### src/rtl/seg_pkg.sv
// -----------------------------------------------------------------------------
// seg_pkg
// Shared constants and the hex-to-7-segment lookup for the multiplexed
// seven-segment scan controller.
//   SEG_OFF        all segments dark (active-low)
//   SEG_*_DEF      default digit count, slot length and blank length
//   digit_t        one digit entry {on, data}
//   hex7()         4-bit value -> active-low segments {g..a}
// -----------------------------------------------------------------------------
package seg_pkg;

  localparam int SEG_NDIG_DEF  = 8;
  localparam int SEG_DIV_DEF   = 1000;
  localparam int SEG_BLANK_DEF = 50;

  localparam logic [6:0] SEG_OFF = 7'h7F;

  typedef struct packed {
    logic       on;
    logic [3:0] data;
  } digit_t;

  function automatic logic [6:0] hex7(input logic [3:0] x);
    logic [6:0] y;
    y = SEG_OFF;
    case (x)
      4'h0: y = 7'h40;
      4'h1: y = 7'h79;
      4'h2: y = 7'h24;
      4'h3: y = 7'h30;
      4'h4: y = 7'h19;
      4'h5: y = 7'h12;
      4'h6: y = 7'h02;
      4'h7: y = 7'h78;
      4'h8: y = 7'h00;
      4'h9: y = 7'h10;
      4'hA: y = 7'h08;
      4'hB: y = 7'h03;
      4'hC: y = 7'h46;
      4'hD: y = 7'h21;
      4'hE: y = 7'h06;
      4'hF: y = 7'h0E;
    endcase
    return y;
  endfunction

endpackage

### src/rtl/seg_hex7.sv
// -----------------------------------------------------------------------------
// seg_hex7
// Combinational hex digit decoder, shared by all digits of the scanner.
//   x  in  4  hex value
//   en in  1  1 = decode x, 0 = all segments off
//   y  out 7  active-low segments {g..a}
// -----------------------------------------------------------------------------
module seg_hex7
  import seg_pkg::*;
(
  input  logic [3:0] x,
  input  logic       en,
  output logic [6:0] y
);

  assign y = en ? hex7(x) : SEG_OFF;

endmodule

### src/rtl/seg_scan_ctrl.sv
// -----------------------------------------------------------------------------
// seg_scan_ctrl
// Time-multiplexed seven-segment scanner with a double-buffered digit bank.
// Writes land in a shadow bank; a commit copies shadow -> active at the next
// frame end so the visible frame never tears. Each digit slot starts with a
// short all-dark blank interval to suppress ghosting.
//   clk           in          clock, rising edge
//   rst           in          asynchronous reset, active-high
//   wr_valid      in          shadow write strobe
//   wr_idx        in  IDXW    digit index for the write
//   wr_data       in  4       hex value
//   wr_on         in  1       digit visible
//   commit_valid  in  1       request shadow -> active copy
//   commit_ready  out 1       no commit pending
//   commit_done   out 1       one-cycle pulse after the copy takes effect
//   an            out NDIG    digit enables, active-low
//   seg           out 7       segments {g..a}, active-low
// -----------------------------------------------------------------------------
module seg_scan_ctrl
  import seg_pkg::*;
#(
  parameter  int NDIG  = SEG_NDIG_DEF,
  parameter  int DIV   = SEG_DIV_DEF,
  parameter  int BLANK = SEG_BLANK_DEF,
  localparam int IDXW  = $clog2(NDIG)
) (
  input  logic            clk,
  input  logic            rst,
  input  logic            wr_valid,
  input  logic [IDXW-1:0] wr_idx,
  input  logic [3:0]      wr_data,
  input  logic            wr_on,
  input  logic            commit_valid,
  output logic            commit_ready,
  output logic            commit_done,
  output logic [NDIG-1:0] an,
  output logic [6:0]      seg
);

  localparam int              CNTW      = $clog2(DIV);
  localparam logic [CNTW-1:0] CNT_LAST  = CNTW'(DIV - 1);
  localparam logic [CNTW-1:0] BLANK_END = CNTW'(BLANK);
  localparam logic [IDXW-1:0] IDX_LAST  = IDXW'(NDIG - 1);

  logic [CNTW-1:0] r_cnt;
  logic [IDXW-1:0] r_idx;
  logic            r_pending;
  logic            r_done;
  logic [NDIG-1:0] r_an;
  logic [6:0]      r_seg;
  digit_t          r_shadow [NDIG];
  digit_t          r_active [NDIG];

  logic [CNTW-1:0] w_cnt_nxt;
  logic [IDXW-1:0] w_idx_nxt;
  logic            w_slot_end;
  logic            w_frame_end;
  logic            w_accept;
  logic            w_copy;
  logic            w_blank_nxt;
  digit_t          w_cur_nxt;
  logic [6:0]      w_seg_nxt;
  logic [NDIG-1:0] w_an_nxt;

  assign w_slot_end  = (r_cnt == CNT_LAST);
  assign w_frame_end = w_slot_end && (r_idx == IDX_LAST);
  assign w_accept    = commit_valid && !r_pending;
  // pending is sampled before this cycle's accept, so a commit accepted in
  // the frame-end cycle waits for the following frame end
  assign w_copy      = w_frame_end && r_pending;

  assign w_cnt_nxt = w_slot_end ? '0 : r_cnt + CNTW'(1);
  assign w_idx_nxt = !w_slot_end ? r_idx :
                     (r_idx == IDX_LAST) ? '0 : r_idx + IDXW'(1);

  // Outputs are decoded from next-state values and registered, so an/seg
  // describe the same cycle as cnt/idx/active. On a copy edge the digit
  // shown next comes from the shadow bank as it stood before this edge.
  assign w_cur_nxt   = w_copy ? r_shadow[w_idx_nxt] : r_active[w_idx_nxt];
  assign w_blank_nxt = (w_cnt_nxt < BLANK_END);

  seg_hex7 u_hex7 (
    .x  (w_cur_nxt.data),
    .en (w_cur_nxt.on && !w_blank_nxt),
    .y  (w_seg_nxt)
  );

  always_comb begin
    w_an_nxt = '1;
    if (!w_blank_nxt) w_an_nxt[w_idx_nxt] = 1'b0;
  end

  always_ff @(posedge clk or posedge rst) begin
    if (rst) begin
      r_cnt     <= '0;
      r_idx     <= '0;
      r_pending <= 1'b0;
      r_done    <= 1'b0;
      r_an      <= '1;
      r_seg     <= SEG_OFF;
      for (int i = 0; i < NDIG; i++) begin
        r_shadow[i] <= '0;
        r_active[i] <= '0;
      end
    end else begin
      r_cnt  <= w_cnt_nxt;
      r_idx  <= w_idx_nxt;
      r_done <= w_copy;
      r_an   <= w_an_nxt;
      r_seg  <= w_seg_nxt;

      if (w_copy)        r_pending <= 1'b0;
      else if (w_accept) r_pending <= 1'b1;

      if (w_copy) begin
        for (int i = 0; i < NDIG; i++) r_active[i] <= r_shadow[i];
      end

      if (wr_valid) r_shadow[wr_idx] <= '{on: wr_on, data: wr_data};
    end
  end

  assign commit_ready = !r_pending;
  assign commit_done  = r_done;
  assign an           = r_an;
  assign seg          = r_seg;

endmodule
### config.mk
export PLATFORM = sky130hd
export DESIGN_NAME = seg_scan_ctrl
export DESIGN_NICKNAME = d
export VERILOG_FILES = /design/src/rtl/seg_pkg.sv /design/src/rtl/seg_hex7.sv /design/src/rtl/seg_scan_ctrl.sv
export SDC_FILE = /design/constraint.sdc
export NUM_CORES = 1
export LEC_CHECK = 0
export CAP_MARGIN = 20
export CORE_MARGIN = 2
export CORE_UTILIZATION = 50
export CTS_CLUSTER_DIAMETER = 120
export DETAILED_ROUTE_END_ITERATION = 7
export GPL_TIMING_DRIVEN = 0
export PLACE_DENSITY = 0.75
export SYNTH_ARGS = -nofsm -noshare
export SYNTH_HDL_FRONTEND = slang
export SYNTH_SLANG_ARGS = --single-unit
### constraint.sdc
create_clock -name clk -period 7.6 [get_ports clk]
set_input_delay 1.52 -clock clk [delete_from_list [all_inputs] [get_ports clk]]
set_output_delay 1.52 -clock clk [all_outputs]
set_load 0.05 [all_outputs]
==> results of run 1 <==
==> cell families (layout without fill, tap and decap cells) <==
logic type                 count (synthesis)  in the layout  share of synthesized area [%]
and+or+nand+nor                          226            226                           19.5
DFF                                      110            110                           49.8
AOI/OAI and AO/OA                         94             94                           13.0
muxes                                     53             53                           10.8
buffers and inverters                     48             94                           3.89
adders and majority gates                  9              9                           2.02
xor gates and xnor gates                   6              6                          0.944
==> area by class of cell <==
type	count	area, um2	share of cell area [%]
multi-input cells	388	2580	41.4
well taps	140	175	2.81
clock inverters	5	36.3	0.583
flip-flops and latches	110	2770	44.5
clock buffers	10	128	2.05
inverters	19	73.8	1.19
repair buffers	31	318	5.11
plain buffers	29	145	2.33
==> cells in the final DEF (no fill, tap or decap), drive strengths merged, types with 9 or more instances in the layout <==
cell	count
inv	19
o21ai	18
o31ai	10
clkbuf	23
ha	9
nand2b	9
clkdlybuf4s50	28
dfstp	15
a21oi	20
nand2	122
buf	19
nor3	12
nand3	10
nor2	23
dfrtp	95
mux2	47
==> stage by stage <==
step | worst slack [ns] | hold slack, ns | area (um2)
after floorplan | 3.20 | 0.433 | 5570
after global placement | 1.80 | 0.446 | 6020
after detailed placement | 3.63 | 0.451 | 6060
after CTS | 3.59 | 0.469 | 6220
after global routing | 3.27 | 0.490 | 6220
final | 3.53 | 0.469 | 6220
==> routing by layer <==
layer  GRT usage [%]  share of wire [%]  vias up  wire length, um
li1                -                  -     2012                -
met5               0                  0        -                0
met3            4.03                5.3       31              774
met1            36.3                 45     2183             6600
met2            42.0                 47      148             6830
met4            9.22                2.3        0              335
==> worst min-delay path by stage <==
stage | from | slack (ns) | end | cells past startpoint
6_report | r_cnt[0] | 0.47 | r_cnt[0] | 1
3_5_place_dp | r_shadow[39] | 0.45 | r_active[39] | 2
2_1_floorplan | r_cnt[0] | 0.43 | r_cnt[0] | 1
3_3_place_gp | r_shadow[9] | 0.45 | r_active[9] | 2
4_1_cts | r_cnt[0] | 0.47 | r_cnt[0] | 1
5_1_grt | r_cnt[0] | 0.49 | r_cnt[0] | 1
==> sequential cells by signal, indices dropped and copies added (netlist names) <==
name and count:
an 8, r_shadow 40, commit_done 1, r_active 40
r_pending 1, r_idx 3, seg 7, r_cnt 10
==> worst max-delay path, stage by stage, from the launching register on <==
cell,delay [ns]
dfrtp_1,0.46
ha_1,0.24
ha_1,0.17
buf_2,0.18
nor2_2,0.42
nor2_1,0.19
mux2_2,0.35
a222oi_1,0.28
o2111ai_1,0.16
o21ai_1,0.39
inv_1,0.16
ha_1,0.26
nor3_1,0.24
o21ba_2,0.20
a221o_1,0.29
==> power groups by stage <==
stage / Combinational (mW) / Clock (mW) / Sequential (mW)
after detailed placement: 0.0806 / 0 / 0.675
after floorplan: 0.0585 / 0 / 0.663
after global routing: 0.0874 / 0.352 / 0.671
after CTS: 0.0808 / 0.328 / 0.664
after global placement: 0.0743 / 0 / 0.672
final: 0.0790 / 0.318 / 0.665
==> results.sh, run 1 <==
export IMPL_yosys_top_cells_count="122 x nand2_1, 95 x dfrtp_1, 47 x mux2_2, 22 x nor2_1, 19 x a21oi_1"
export IMPL_io_pins=29
export IMPL_grt_max_degree=71
export IMPL_hp_class="reg -> reg"
export IMPL_ys_seq_area_share_pct=49.8
export IMPL_vdd_drop_max_uv=104
export IMPL_cts_path_max_buffers=2
export IMPL_syn_cell_area_um2=5570
export IMPL_regToRegEndpoint="seg[6]"
export IMPL_synth_top_area_cell="dfrtp_1"
export IMPL_die_area_um2=12000
export IMPL_seqPwrFrac_pct=62.6
export IMPL_rrSetupSlack_ns=3.53
export IMPL_crit_fanout=9
export IMPL_synthCells=546
export IMPL_pwr_share_clk_pct=30.0
export IMPL_required_ns=7.91
export IMPL_synth_area_leaders="dfrtp_1 43%, mux2_2 9.5%, nand2_1 8.2%"
export IMPL_grt_setup_unrepaired="no"
export IMPL_antenna_found_initial=0
export IMPL_p_switching_mw=0.265
export IMPL_crit_arrival_ns=4.37
export IMPL_dp_hpwl_um=10800
export IMPL_cts_resized_gates=0
export IMPL_status="completed"
export IMPL_clkTransAtPathRegs_ns=0.11
export IMPL_insertion_delay_ns=0.38
export IMPL_drtPass1Iterations=5
export IMPL_die_h_um=110
export IMPL_r2r_cells=14
export IMPL_worst_setup_path_start_kind="flop"
export IMPL_drive_above_1_share_pct=18.6
export IMPL_r2r_start="r_idx[0]"
export IMPL_grt_pass1_wl_um=23500
export IMPL_synth_most_common_cell="nand2_1"
export IMPL_finalSetupTns_ns=0
export IMPL_fin_crit_ns=4.07
export IMPL_critPathKind="reg -> reg"
export IMPL_powerDensity_nw_per_um2=171
export IMPL_nFillCells=991
export IMPL_swShare_pct=24.9
export IMPL_p_int_mw=0.797
export IMPL_num_nets_final=609
export IMPL_max_freq_ghz=0.246
export IMPL_synth_edf_count=0
export IMPL_power_mw=1.06
export IMPL_max_slew_worst_pin_slew_ns=0.991
export IMPL_synth_flop_cell="dfrtp_1"
export IMPL_pwr_share_comb_pct=7.4
export IMPL_cts_tree="yes"
export IMPL_track_usage_pct=26.2
export IMPL_num_vias=4374
export IMPL_gp_congestion=1.00
export IMPL_drc=0
export IMPL_core_area_um2=10800
export IMPL_cts_buffers_inserted=9
export IMPL_post_cts_setup_buffers=0
export IMPL_syn_nets=567
export IMPL_ys_ff_latch=110
export IMPL_clockRootBuffer="clkbuf_8"
export IMPL_wl_per_cell_um=19.9
export IMPL_fin_skew_ns=0.0192
export IMPL_viasPerCell=5.98
export IMPL_antenna_left=0
export IMPL_grt_pass1_vias=4377
export IMPL_hold_viol=0
export IMPL_die_x_um=110
export IMPL_num_rows=38
export IMPL_slew_viol_final=0
export IMPL_synth_area_per_cell_um2=10.2
export IMPL_p_leak_nw=2.76
export IMPL_portBuffers=28
export IMPL_cp_end_kind="flop"
export IMPL_clock_sinks=110
export IMPL_htreeDepth=3
export IMPL_relSlewSlack_pct=33.4
export IMPL_postLayoutCoreUtil_pct=57.4
export IMPL_setup_viol=0
export IMPL_drt_iter0_drc=318
export IMPL_cap_violations=0
export IMPL_overflow=0
export IMPL_diodes=0
export IMPL_synthDistinctLibCells=73
export IMPL_startpoint="r_idx[0]"
export IMPL_ys_warn_count=0
export IMPL_stdcell_count=732
export IMPL_start_util_pct=51.3
export IMPL_dpl_cell_count=716
export IMPL_synth_top_area_share_pct=42.7
export IMPL_cts_hold_fix_buffers=0
export IMPL_cp_endpoint="seg[6]"
export IMPL_async_flop_share_pct=100
export IMPL_drt_wl_total_um=14500
export IMPL_area_growth_synth_to_final_pct=11.8
export IMPL_finalCritPeriodShare_pct=53.5
Power figures use the tool's default switching activity.
==> run 2: changes to the inputs <==
Settings changed: PLACE_DENSITY 0.75 to 0.78.
Clock period 7.6 ns to 3.4 ns, I/O delays scaled along.
==> run 2 against run 1 <==
  * Sequential power grew 120%
  * Combinational power up 130%
  * Cell count increased by 2.2%
  * Die area unchanged
  * Critical path type unchanged
  * Critical endpoint is now seg[3]
==> results.sh, run 2 (same netlist as run 1, synthesis figures left out) <==
export IMPL_num_vias=4553
export IMPL_nFillCells=932
export IMPL_grt_setup_unrepaired="no"
export IMPL_gp_congestion=1.04
export IMPL_io_pins=29
export IMPL_grt_pass1_vias=4445
export IMPL_drtPass1Iterations=5
export IMPL_clockRootBuffer="clkbuf_8"
export IMPL_setup_viol=0
export IMPL_p_switching_mw=0.631
export IMPL_grt_max_degree=44
export IMPL_final_area_um2=6560
export IMPL_start_util_pct=51.3
export IMPL_dp_hpwl_um=10400
export IMPL_clock_sinks=110
export IMPL_drive_above_1_share_pct=25.3
export IMPL_met3_usage_pct=4.39
export IMPL_cts_path_max_buffers=2
export IMPL_pwr_share_comb_pct=7.0
export IMPL_cts_buffers_inserted=9
export IMPL_cp_buffers_inverters=4
export IMPL_final_common_cell="nand2_1"
export IMPL_die_area_um2=12000
export IMPL_crit_fanout=10
export IMPL_htreeDepth=3
export IMPL_mostFrequentLayoutCells="120 x nand2_1, 91 x dfrtp_1, 46 x mux2_2"
export IMPL_p_int_mw=1.91
export IMPL_required_ns=3.70
export IMPL_clkTransAtPathRegs_ns=0.11
export IMPL_worst_setup_path_start_kind="flop"
export IMPL_die_h_um=110
export IMPL_core_area_um2=10800
export IMPL_fin_crit_ns=3.34
export IMPL_relSlewSlack_pct=30.7
export IMPL_worstPathCellList="buf_4 -> buf_2 -> buf_1 -> nand2_1 -> o21ai_0 -> a222oi_1 -> a21o_2 -> ha_1 -> inv_1 -> mux4_2 -> nand2b_1"
export IMPL_num_nets_final=624
export IMPL_drc=0
export IMPL_vdd_drop_max_uv=286
export IMPL_grt_busiest_layer="met2"
export IMPL_antenna_found_initial=0
export IMPL_p_leak_nw=2.90
export IMPL_hp_class="reg -> reg"
export IMPL_grtUsageMet2_pct=41.0
export IMPL_powerDensity_nw_per_um2=388
export IMPL_drt_wl_total_um=14500
export IMPL_fin_skew_ns=0.0132
export IMPL_grt_pass1_wl_um=23200
export IMPL_max_stage_delay_ns=0.50
export IMPL_whs_ns=0.465
export IMPL_hold_viol=0
export IMPL_portBuffers=28
export IMPL_cap_violations=0
export IMPL_num_rows=38
export IMPL_crit_arrival_ns=3.65
export IMPL_grt_use_met1_pct=34.9
export IMPL_status="completed"
export IMPL_cp_slowest_cell="buf_1"
export IMPL_cp_end_kind="flop"
export IMPL_finalCritPeriodShare_pct=98.4
export IMPL_ff_latch_area_um2=2780
export IMPL_insertion_delay_ns=0.38
export IMPL_die_x_um=110
export IMPL_critPathKind="reg -> reg"
export IMPL_finalSetupTns_ns=0
export IMPL_wl_per_cell_um=19.4
export IMPL_reg_top3="r_active (40), r_shadow (40), r_cnt (10)"
export IMPL_drt_iter0_drc=461
export IMPL_seqPwrFrac_pct=58.6
export IMPL_slew_viol_final=0
export IMPL_multi_input_area_um2=2700
export IMPL_max_freq_ghz=0.299
export IMPL_overflow=0
export IMPL_max_slew_worst_pin_slew_ns=1.03
export IMPL_pwr_share_clk_pct=34.4
export IMPL_viasPerCell=6.09
export IMPL_cts_hold_fix_buffers=0
export IMPL_track_usage_pct=25.5
export IMPL_cts_tree="yes"
export IMPL_area_growth_synth_to_final_pct=17.8
export IMPL_cpLargestDelayFamily="buffers and inverters"
export IMPL_swShare_pct=24.8
export IMPL_diodes=0
export IMPL_placed_area_um2=6070
export IMPL_antenna_left=0
==> run 2: cell count changes in the layout (fill, tap and decap cells not counted), moves of 4 or more <==
cell and change:
o31ai_1 -4, buf_4 +17, dfrtp_2 +4, dfrtp_1 -4, buf_2 -5
==> run 2: path summary, 6_finish.rpt <==
check                                  start           end  slack, ns  depth (start not counted)
worst max-delay path                r_idx[0]        seg[3]       0.06                         11
worst min-delay path            r_shadow[29]  r_active[29]       0.47                          2
worst max register to register      r_idx[0]        seg[3]       0.06                         11
worst min register to register  r_shadow[29]  r_active[29]       0.47                          2
max in group asynchronous                rst         an[1]       1.58                          4
min in group asynchronous                rst   r_shadow[4]       0.83                          2
==> run 2: what timing repair did <==
action,4_1_cts,5_1_grt
pin swaps,6,10
resized for setup,19,21
endpoints found under the hold margin,0,0
buffers inserted,9,8
cloned,0,0
setup endpoints to repair,7,4
==> run 2: worst min-delay path: stages, from the launching register on <==
cell     delay (ns)
dfrtp_1        0.35
nand2_1        0.05
nand2_1        0.05
==> run 2: layer usage <==
layer	wire length, um	up-vias
met5	0	-
met4	429	0
met3	990	41
met2	6850	206
met1	6250	2257
li1	-	2049
==> run 2: power by group through the flow <==
stage	sequential [mW]	clock, mW	combinational (mW)
after detailed placement	1.51	0	0.182
after global placement	1.50	0	0.166
after CTS	1.49	0.891	0.183
final	1.49	0.875	0.179
after floorplan	1.48	0	0.131
after global routing	1.50	0.936	0.199
==> run 2: layout make-up <==
| class | count | area share [%] |
|---|---|---|
| timing repair buffer | 47 | 6.89 |
| buffer | 28 | 2.37 |
| tap | 140 | 2.67 |
| multi-input combinational | 388 | 41.1 |
| clock buffer | 11 | 2.31 |
| sequential | 110 | 42.3 |
| clock inverter | 5 | 1.15 |
| inverter | 19 | 1.16 |
==> run 2: stage by stage <==
stage	total power, mW	instances	util, %	worst slack (ns)
after CTS	2.56	740	59.3	0.0128
after global placement	1.67	714	55.6	-0.733
final	2.55	748	60.5	0.0559
after global routing	2.64	748	60.5	0.00532
after floorplan	1.61	546	-	0.0750
after detailed placement	1.69	716	56.0	-0.731
